[src/rtl/pipeline_hazard_ctrl.sv]
// Hazard sequencer for the RV32 pipeline: drives PC/IF-ID/ID-EX/EX-MEM enable and clear,
// PC redirect and fetch-valid, and keeps saturating stall/flush counters.
module pipeline_hazard_ctrl #(
    parameter int SQUASH_CYCLES = 1,
    parameter int CNT_W         = 32
) (
    input  logic             clk,
    input  logic             rst,
    input  logic             id_valid_i,
    input  logic [4:0]       id_rs1_i,
    input  logic [4:0]       id_rs2_i,
    input  logic             id_use_rs1_i,
    input  logic             id_use_rs2_i,
    input  logic             ex_valid_i,
    input  logic             ex_mem_read_i,
    input  logic [4:0]       ex_rd_i,
    input  logic             ex_redirect_i,
    input  logic [31:0]      ex_target_i,
    input  logic             dmem_busy_i,
    output logic             pc_en_o,
    output logic             pc_redirect_o,
    output logic [31:0]      pc_target_o,
    output logic             fetch_valid_o,
    output logic             if_id_en_o,
    output logic             if_id_clear_o,
    output logic             id_ex_en_o,
    output logic             id_ex_clear_o,
    output logic             ex_mem_en_o,
    output logic             ex_mem_clear_o,
    output logic [CNT_W-1:0] stall_cnt_o,
    output logic [CNT_W-1:0] flush_cnt_o
);

    typedef enum logic [0:0] {
        ST_RUN    = 1'b0,
        ST_SQUASH = 1'b1
    } state_t;

    localparam logic [3:0] SQ_INIT = 4'(SQUASH_CYCLES);

    state_t           r_state;
    logic [3:0]       r_sq_cnt;
    logic [CNT_W-1:0] r_stall_cnt;
    logic [CNT_W-1:0] r_flush_cnt;

    logic w_lu;
    logic w_redirect;
    logic w_squash;

    assign w_lu = ex_valid_i && ex_mem_read_i && (ex_rd_i != 5'd0) && id_valid_i &&
                  ((id_use_rs1_i && (id_rs1_i == ex_rd_i)) ||
                   (id_use_rs2_i && (id_rs2_i == ex_rd_i)));
    // EX is frozen while memory is busy, so a pending redirect only fires once busy drops
    assign w_redirect = ex_redirect_i && !dmem_busy_i;
    assign w_squash   = (r_state == ST_SQUASH);

    assign stall_cnt_o = r_stall_cnt;
    assign flush_cnt_o = r_flush_cnt;

    // Same-cycle pipeline control, resolved in priority order
    always_comb begin
        pc_en_o        = 1'b1;
        pc_redirect_o  = 1'b0;
        pc_target_o    = 32'h0000_0000;
        fetch_valid_o  = !w_squash;
        if_id_en_o     = 1'b1;
        if_id_clear_o  = 1'b0;
        id_ex_en_o     = 1'b1;
        id_ex_clear_o  = 1'b0;
        ex_mem_en_o    = 1'b1;
        ex_mem_clear_o = 1'b0;
        if (rst) begin
            pc_en_o        = 1'b0;
            fetch_valid_o  = 1'b0;
            if_id_en_o     = 1'b0;
            if_id_clear_o  = 1'b1;
            id_ex_en_o     = 1'b0;
            id_ex_clear_o  = 1'b1;
            ex_mem_en_o    = 1'b0;
            ex_mem_clear_o = 1'b1;
        end else if (dmem_busy_i) begin
            pc_en_o     = 1'b0;
            if_id_en_o  = 1'b0;
            id_ex_en_o  = 1'b0;
            ex_mem_en_o = 1'b0;
        end else if (ex_redirect_i) begin
            pc_redirect_o = 1'b1;
            pc_target_o   = ex_target_i;
            fetch_valid_o = 1'b0;
            if_id_clear_o = 1'b1;
            id_ex_clear_o = 1'b1;
        end else if (w_lu) begin
            pc_en_o       = 1'b0;
            if_id_en_o    = 1'b0;
            id_ex_clear_o = 1'b1;
        end else begin
            pc_en_o = 1'b1;
        end
    end

    // Squash sequencing and saturating performance counters
    always_ff @(posedge clk) begin
        if (rst) begin
            r_state     <= ST_RUN;
            r_sq_cnt    <= 4'd0;
            r_stall_cnt <= '0;
            r_flush_cnt <= '0;
        end else begin
            if (!pc_en_o && (r_stall_cnt != {CNT_W{1'b1}})) begin
                r_stall_cnt <= r_stall_cnt + {{(CNT_W-1){1'b0}}, 1'b1};
            end
            if (dmem_busy_i) begin
                r_state  <= r_state;
                r_sq_cnt <= r_sq_cnt;
            end else if (w_redirect) begin
                if (r_flush_cnt != {CNT_W{1'b1}}) begin
                    r_flush_cnt <= r_flush_cnt + {{(CNT_W-1){1'b0}}, 1'b1};
                end
                if (SQ_INIT == 4'd0) begin
                    r_state  <= ST_RUN;
                    r_sq_cnt <= 4'd0;
                end else begin
                    r_state  <= ST_SQUASH;
                    r_sq_cnt <= SQ_INIT;
                end
            end else begin
                case (r_state)
                    ST_SQUASH: begin
                        if (r_sq_cnt <= 4'd1) begin
                            r_state  <= ST_RUN;
                            r_sq_cnt <= 4'd0;
                        end else begin
                            r_sq_cnt <= r_sq_cnt - 4'd1;
                        end
                    end
                    ST_RUN: begin
                        r_sq_cnt <= 4'd0;
                    end
                    default: begin
                        r_state  <= ST_RUN;
                        r_sq_cnt <= 4'd0;
                    end
                endcase
            end
        end
    end

endmodule
[config.mk]
export PLATFORM = sky130hd
export DESIGN_NAME = pipeline_hazard_ctrl
export DESIGN_NICKNAME = d
export VERILOG_FILES = /design/src/rtl/pipeline_hazard_ctrl.sv
export SDC_FILE = /design/constraint.sdc
export NUM_CORES = 1
export LEC_CHECK = 0
export CAP_MARGIN = 30
export CORE_ASPECT_RATIO = 1.4
export CORE_MARGIN = 1
export CORE_UTILIZATION = 43
export DETAILED_ROUTE_END_ITERATION = 8
export HOLD_SLACK_MARGIN = 0.02
export MAX_ROUTING_LAYER = met4
export PLACE_DENSITY = 0.9
export SYNTH_ARGS = -nofsm -noshare
export SYNTH_HDL_FRONTEND = slang
export SYNTH_SLANG_ARGS = --single-unit
[constraint.sdc]
create_clock -name clk -period 3.1 [get_ports clk]
set_clock_uncertainty 0.1 [all_clocks]
set_input_delay 0.775 -clock clk [delete_from_list [all_inputs] [get_ports clk]]
set_output_delay 0.775 -clock clk [all_outputs]
set_load 0.02 [all_outputs]
-- Word-level counts from Yosys, hierarchy flattened
Index checks and enable logic that the tools add are counted.
- register bits after elaboration: 69
- logic and storage cells: 55
- input port bits: 56
- output and inout port bits: 105
- equality and inequality tests: 4
- multiplexer cells: 27
- $add $sub $neg: 3
- $lt $le $gt $ge: 1
- bitwise operators: 2
- reductions and logical operators: 14
- operators with widths (kind ; count):
    two-way mux 32 bit ; 3
    adder 32 x 1 -> 32 bit (second input constant) ; 2
    inequality test 32 bit (second input constant) ; 2
    two-way mux 1 bit ; 21
    == test 5 bit ; 2
    logical AND 1 bit ; 8
    two-way mux 4 bit ; 2
    one-hot mux 4 bit (2 select lines) ; 1
    nonzero test 5 bit ; 1
    <= comparator 4 x 1 -> 1 bit (second input constant) ; 1
    subtractor 4 x 1 -> 4 bit (second input constant) ; 1
    logical NOT 1 bit ; 3
    AND reduction 3 bit ; 1
    inverter 1 bit ; 2
    logical OR 1 bit ; 1

-- Logic depth before layout (Yosys ltp)
Gate-level depths: netlist of run 1.
- word-level depth: 10
- depth in mapped cells: 9
- depth with buffers taken out: 7

-- Worst setup path before layout of run 1
Ideal clock, no wire load.
- path type: input to output
- start: in ex_rd_i[1]
- end: out pc_en_o
- required time: 2.225 ns
- path buffers: 2
- stages on the path: 6
- path slack: -0.007 ns
- data arrival time: 2.232 ns
- cell sequence: or4_1 > o21ai_0 > nor2_1 > a21boi_1 > buf_2 > buf_4
- cells in the longest elaborated chain, start to end: 8
- elaborated cells between the ends (all ways): 13
- classes of those cells: eq/ne (2); mux (4); reduce/logical (7)
- RTL lines (item ; RTL line ; RTL):
    start: declaration ; 16 ; input logic [4:0] ex_rd_i,
    == test 5 bit (tied with other cells) ; 51 ; ((id_use_rs1_i && (id_rs1_i == ex_rd_i)) ||
    logical AND 1 bit (on tied branches) ; 51, 50, 52 ;
    logical OR 1 bit / logical AND 1 bit (equally long branches) ; 51, 50 ;
    logical AND 1 bit (*) ; 50 ; assign w_lu = ex_valid_i && ex_mem_read_i && (ex_rd_i != 5'd0) && id_valid_i &&
    two-way mux 1 bit (*) (4 in series) ; n/a ;
    end: declaration ; 20 ; output logic pc_en_o,
Every way passes the cells marked *; elsewhere a longest branch is shown, timed or not.

-- Worst setup path after layout of run 1
- start: in ex_rd_i[1]
- end: out if_id_en_o
- cells in the longest elaborated chain, start to end: 8
- elaborated cells between the ends (all ways): 13
- classes of those cells: eq/ne (2); mux (4); reduce/logical (7)
- RTL lines (item ; RTL line ; RTL):
    == test 5 bit (tied with other cells) ; 51 ;
    logical AND 1 bit (on tied branches) ; 51, 50, 52 ;
    logical OR 1 bit / logical AND 1 bit (equally long branches) ; 51, 50 ;
    logical AND 1 bit (*) ; 50 ;
    two-way mux 1 bit (*) ; 92 ; end else if (w_lu) begin
    two-way mux 1 bit (*) ; 86 ; end else if (ex_redirect_i) begin
    two-way mux 1 bit (*) ; 81 ; end else if (dmem_busy_i) begin
    two-way mux 1 bit (*) ; 72 ; if (rst) begin
    end: declaration ; 24 ; output logic if_id_en_o,
Marked as above.

==> flow_summary.toml, run 1 <==
[logic_synthesis]
synthDominantAreaCellType = "dfxtp_1"
syn_inst = 481
synth_enable_flop_cells = 0
synth_async_sr_flop_share_pct = 0
yosys_most_used_dff = "dfxtp_1"
netlist_area_um2 = 3830
ys_types = 41
ys_warn_count = 0
synth_nets = 541
avgSynthCellArea_um2 = 7.96
synth.top_cell.area_share_pct = 36.1
synthTopCellsByArea = "dfxtp_1 (36%), xnor2_1 (6.4%), and3_1 (6.2%)"
yosysSeqAreaShare_pct = 36.1
ys_ff_latch = 69

[placed_design]
dp_hpwl_um = 9010
io_buffers = 160
gp_congestion = 0.944
pre_cts_ws_ns = -0.789

[layout]
syn_to_final_growth_pct = 59.3
diodes = 0
layout-drive-gt1-share_pct = 10.6
num-fill-cells = 675
final_nets = 718

[grt]
grt_use_total_pct = 27.2
grt_busiest_layer = "met2"
antenna_found_initial = 0
grt_pass1_wl_um = 19500
met2_usage_pct = 45.5
grt_max_degree = 53
grt_overflow = 0
grtUsageMet1_pct = 31.6
grt_pass1_vias = 4096
met3_usage_pct = 6.16

[setup_path]
cp_top_family = "simple AND/OR/NAND/NOR gates"
crit_type = "input pin to primary output"
path_buf_inv = 2
r2r-end = "stall_cnt_o[30]"
cp-start-kind = "input pin"
rr_startpoint = "stall_cnt_o[2]"
cpMaxStageDelayCell = "or4_1"
cp_cell_sequence = "dlygate4sd2_1, or4_1, o21ai_2, nor2_1, a21boi_2, buf_6"
worstPathMaxFanout = 3
crit_path_end_kind = "primary output"
cpPeakStageDelay_ns = 0.52
cp.required_ns = 2.22
critPathArrivalTime_ns = 2.21
reg2reg_depth = 6
r2r_slack_ns = 0.60

[timing]
rsz0062_at_grt = "true"
finalCritPeriodShare_pct = 99.4
slew-limit-headroom_pct = 59.1
tightest_slew_ns = 0.608
slew_viol_final = 0
fin_crit_ns = 3.08
worst_slack_ns = 0.0197
setup_violations = 0
hold_viol_final = 0
hold_ws_ns = 0.392
fmax_ghz = 0.325

[cts]
cts_num_sinks = 69
path_clk_slew_ns = 0.05
numCtsBuffers = 9
cts_max_path_buffers = 2
h-tree-depth = 3
clock_latency_ns = 0.32
root_buffer = "clkbuf_16"
cts_tree = "yes"

[power_and_ir_drop]
cellLeakagePower_nw = 2.33
finalPower_mw = 2.51
power_density_nw_per_um2 = 412
ir_worst_vdd_uv = 271

[routing]
num_vias = 4318
routedWlPerCell_um = 15.9
avgViaCountPerCell = 5.62
routed_wl_um = 12200
drtIter0Drc = 242
drc = 0
first_pass_iters = 5
antenna_left = 0

[outcome]
status = "complete, no violations"

[floorplanning]
die_h_um = 114
rows = 40
ios = 161
die_area_um2 = 9290
coreArea_um2 = 8610
die_w_um = 81.7
initial_utilization_pct = 44.5

[worst_hold_path]
hold_path_end = "r_sq_cnt[3]"
holdPathStages = 2
worstHoldStart = "r_sq_cnt[3]"
holdCritPathClass = "flop to flop"

[run]
max-cap-violations = 0
[report_power, final]
| group | internal (mW) | leakage [nW] | switching (mW) |
|---|---|---|---|
| Sequential | 0.895 | 0.557 | 0.0102 |
| Clock | 0.950 | 0.187 | 0.369 |
| Combinational | 0.150 | 1.58 | 0.135 |
[tightest hold or removal path, cell delays in order, from the launching register on]
cell	delay (ns)
dfxtp_1	0.31
o21ai_0	0.07
a21oi_1	0.06
[sequential cells by signal (all words and copies together), names as in the netlist]
| name | count |
|---|---|
| flush_cnt_o | 32 |
| stall_cnt_o | 32 |
| r_sq_cnt | 4 |
| r_state | 1 |
[logic make-up after synthesis]
| kind of cell | Yosys count | share of synthesized area [%] |
|---|---|---|
| mux | 3 | 0.850 |
| buf+inv | 39 | 4.67 |
| fa+ha+maj | 4 | 1.31 |
| flops | 69 | 36.1 |
| compound gates | 81 | 12.1 |
| simple gates | 245 | 35.9 |
| xor+xnor | 40 | 9.15 |
[per-layer routing]
layer | vias up | share of wire [%]
li1 | 2119 | -
met4 | 0 | 1.8
met3 | 22 | 5.1
met1 | 2026 | 42
met2 | 151 | 51
met5 | - | 0
[per-stage QoR]
stage	util, %	instance area, µm²	TNS (ns)	cells
floorplan	-	3830	0	481
global placement	66.4	5720	-10.48	752
detailed placement	66.4	5720	-13.90	752
CTS	70.5	6070	0	768
global route	70.8	6100	-0.0997	768
finish	70.8	6100	0	768
[layout make-up]
cell class | count | area, µm² | share of cell area (%)
Sequential cell | 69 | 1380 | 22.7
Inverter | 10 | 37.5 | 0.616
Timing Repair Buffer | 195 | 1850 | 30.3
Clock buffer | 10 | 229 | 3.75
Tap cell | 105 | 131 | 2.15
Clock inverter | 6 | 159 | 2.61
Multi-Input combinational cell | 373 | 2310 | 37.9
[placed cells by master (no fill, tap or decap), types with 22 or more instances in the layout]
cell type	n
a21oi_1	37
nor2_1	48
dlygate4sd2_1	37
and3_1	38
buf_4	31
dfxtp_1	69
o21ai_0	22
xnor2_1	28
clkdlybuf4s50_1	114
nand2_1	26
nand3_1	26
[cells in the mapped netlist, types with 14 or more instances]
| library cell | instances |
|---|---|
| a21oi_1 | 37 |
| clkbuf_1 | 18 |
| xnor2_1 | 28 |
| nand4_1 | 20 |
| or3_1 | 20 |
| nor2_1 | 49 |
| o21ai_0 | 23 |
| dfxtp_1 | 69 |
| nand3_1 | 26 |
| nor3_1 | 15 |
| nand2_1 | 26 |
| or4_1 | 14 |
| o31ai_1 | 14 |
| and3_1 | 38 |
[what timing repair did]
action / 4_1_cts / 5_1_grt
resized for setup: 62 / 14
endpoints found under the setup margin: 41 / 10
buffers inserted: 0 / 0
pin swaps: 4 / 4
hold buffers: 0 / 0
[worst max path at each step]
| stage | depth (start not counted) | end | slack [ns] | from |
|---|---|---|---|---|
| floorplan | 6 | pc_en_o | 0.05 | ex_rd_i[1] |
| global placement | 6 | if_id_en_o | -0.73 | ex_rd_i[1] |
| detailed placement | 6 | if_id_en_o | -0.79 | ex_rd_i[1] |
| CTS | 6 | fetch_valid_o | 0.005 | dmem_busy_i |
| global route | 6 | id_ex_clear_o | -0.04 | id_rs1_i[2] |
| finish | 6 | if_id_en_o | 0.02 | ex_rd_i[1] |
Note: power is estimated with default switching activity, not from simulation.
==> inputs of run 2 (changes only) <==
- CELL_PAD_IN_SITES_DETAIL_PLACEMENT: default -> 0
- CELL_PAD_IN_SITES_GLOBAL_PLACEMENT: default -> 1
- CORE_UTILIZATION: 43 -> 30
- PLACE_DENSITY: 0.9 -> 0.89
==> run 2 against run 1 <==
Against the previous run: sequential power is essentially flat; critical path depth grew 1; clock-buffer cell count grew 2; routed wire length shrank 1.4%; combinational power shrank 4%; via count shrank 2.9%; critical path type unchanged; highest routed layer unchanged.
==> flow_summary.toml, run 2 (synthesis gave the netlist of run 1 again) <==
[setup_path]
cp.required_ns = 2.22
r2r_slack_ns = 0.58
crit_path_end_kind = "primary output"
reg2reg_depth = 6
cpPeakStageDelay_ns = 0.54
cpMaxStageDelayCell = "or4_4"
cp_cell_sequence = "dlygate4sd2_1, or4_4, o21ai_4, buf_6, nor2_1, a21o_1, buf_6"
cp_common_cell = "buf_6"
critPathArrivalTime_ns = 2.19
worstPathMaxFanout = 2
cp-start-kind = "input pin"
crit_type = "input pin to primary output"

[routing]
avgViaCountPerCell = 5.18
drtIter0Drc = 143
antenna_left = 0
num_vias = 4192
first_pass_iters = 4
routedWlPerCell_um = 14.9
drc = 0
routed_wl_um = 12000

[cts]
post_cts_buffers = 0
numCtsBuffers = 9
cts_num_sinks = 69
root_buffer = "clkbuf_16"
path_clk_slew_ns = 0.06
cts_max_path_buffers = 2
clock_latency_ns = 0.33
hold_buffers = 0
cts_tree = "yes"
h-tree-depth = 3

[layout]
layout-drive-gt1-share_pct = 13.7
stdcell_area_um2 = 5920
num-fill-cells = 1229
final_common_cell = "clkdlybuf4s50_1"
mostFrequentLayoutCells = "clkdlybuf4s50_1 (114), dfxtp_1 (69), nor2_1 (48)"
stdcell_count = 809
syn_to_final_growth_pct = 54.7
diodes = 0
final_nets = 714
final_core_util_pct = 47.8

[grt]
grt_use_total_pct = 18.5
antenna_found_initial = 0
grt_pass1_wl_um = 19400
grt_pass1_vias = 3972
grt_max_degree = 43
grt_overflow = 0

[timing]
finalCritPeriodShare_pct = 98.8
fin_setup_tns_ns = 0
hold_ws_ns = 0.398
fmax_ghz = 0.327
slew-limit-headroom_pct = 58.2
fin_crit_ns = 3.06
tightest_slew_ns = 0.622
hold_viol_final = 0
setup_violations = 0
slew_viol_final = 0
rsz0062_at_grt = "false"

[outcome]
status = "complete, no violations"

[worst_hold_path]
holdPathStages = 2
holdCritPathClass = "flop to flop"

[placed_design]
dpl_cell_area_um2 = 5730
dp_cells = 793
gp_congestion = 0.829
dp_hpwl_um = 9190
io_buffers = 160

[power_and_ir_drop]
ir_worst_vdd_uv = 244
power_density_nw_per_um2 = 380
cellLeakagePower_nw = 2.20

[run]
max-cap-violations = 0

[floorplanning]
die_h_um = 136
coreArea_um2 = 12400
ios = 161
die_w_um = 97.5
die_area_um2 = 13200
rows = 48
initial_utilization_pct = 30.9
run 2: changes by cell type in the layout (fill, tap and decap cells not counted), moves of 3 or more:
cell	before	now
nor3b_2	3	0
bufinv_16	5	1
clkinv_2	0	3
clkbuf_8	0	3
clkbuf_2	2	27
dlygate4sd2_1	37	13
nor3b_1	0	3
run 2: area by class of cell:
cell class | count | area [µm²] | area share, %
Timing Repair Buffer | 191 | 1710 | 28.8
Multi-Input combinational cell | 373 | 2290 | 38.8
Clock inverter | 4 | 45.0 | 0.761
Clock buffer | 12 | 267 | 4.50
Inverter | 10 | 37.5 | 0.634
Tap cell | 150 | 188 | 3.17
Sequential cell | 69 | 1380 | 23.3
run 2: repair_timing:
action	in CTS	in global routing
hold endpoints to repair	0	0
setup endpoints to repair	39	32
pin swaps	4	2
cloned	0	0
gates resized for setup	70	53
run 2: worst paths after layout:
kind / startpoint / to
max: ex_rd_i[4] / id_ex_clear_o
max reg2reg: stall_cnt_o[2] / stall_cnt_o[30]
min reg2reg: stall_cnt_o[31] / stall_cnt_o[31]
min: stall_cnt_o[31] / stall_cnt_o[31]
run 2: worst max-delay path, delay by kind of cell:
kind	cells	cell delay, ns
buffers and inverters	3	0.50
AOI/OAI and AO/OA	2	0.35
and+or+nand+nor	2	0.57
run 2: power breakdown:
group | internal (mW) | switching (mW) | total [mW]
Combinational | 0.143 | 0.133 | 0.275
Sequential | 0.895 | 0.0105 | 0.905
Clock | 0.684 | 0.384 | 1.07
Total | 1.72 | 0.527 | 2.25
run 2: metrics by stage:
stage	setup slack (ns)	power, mW
detailed placement	-0.816	1.21
global route	0.00294	2.33
floorplan	0.0538	1.05
finish	0.0373	2.25
global placement	-0.777	1.21
CTS	0.0000999	2.28
run 2: layer usage:
| layer | wire length, µm | up-vias | track usage (%) |
|---|---|---|---|
| met5 | 0 | - | - |
| met4 | 212 | 0 | 6.45 |
| li1 | - | 2101 | - |
| met1 | 5030 | 1996 | 20.4 |
| met3 | 367 | 17 | 3.25 |
| met2 | 6430 | 78 | 33.5 |
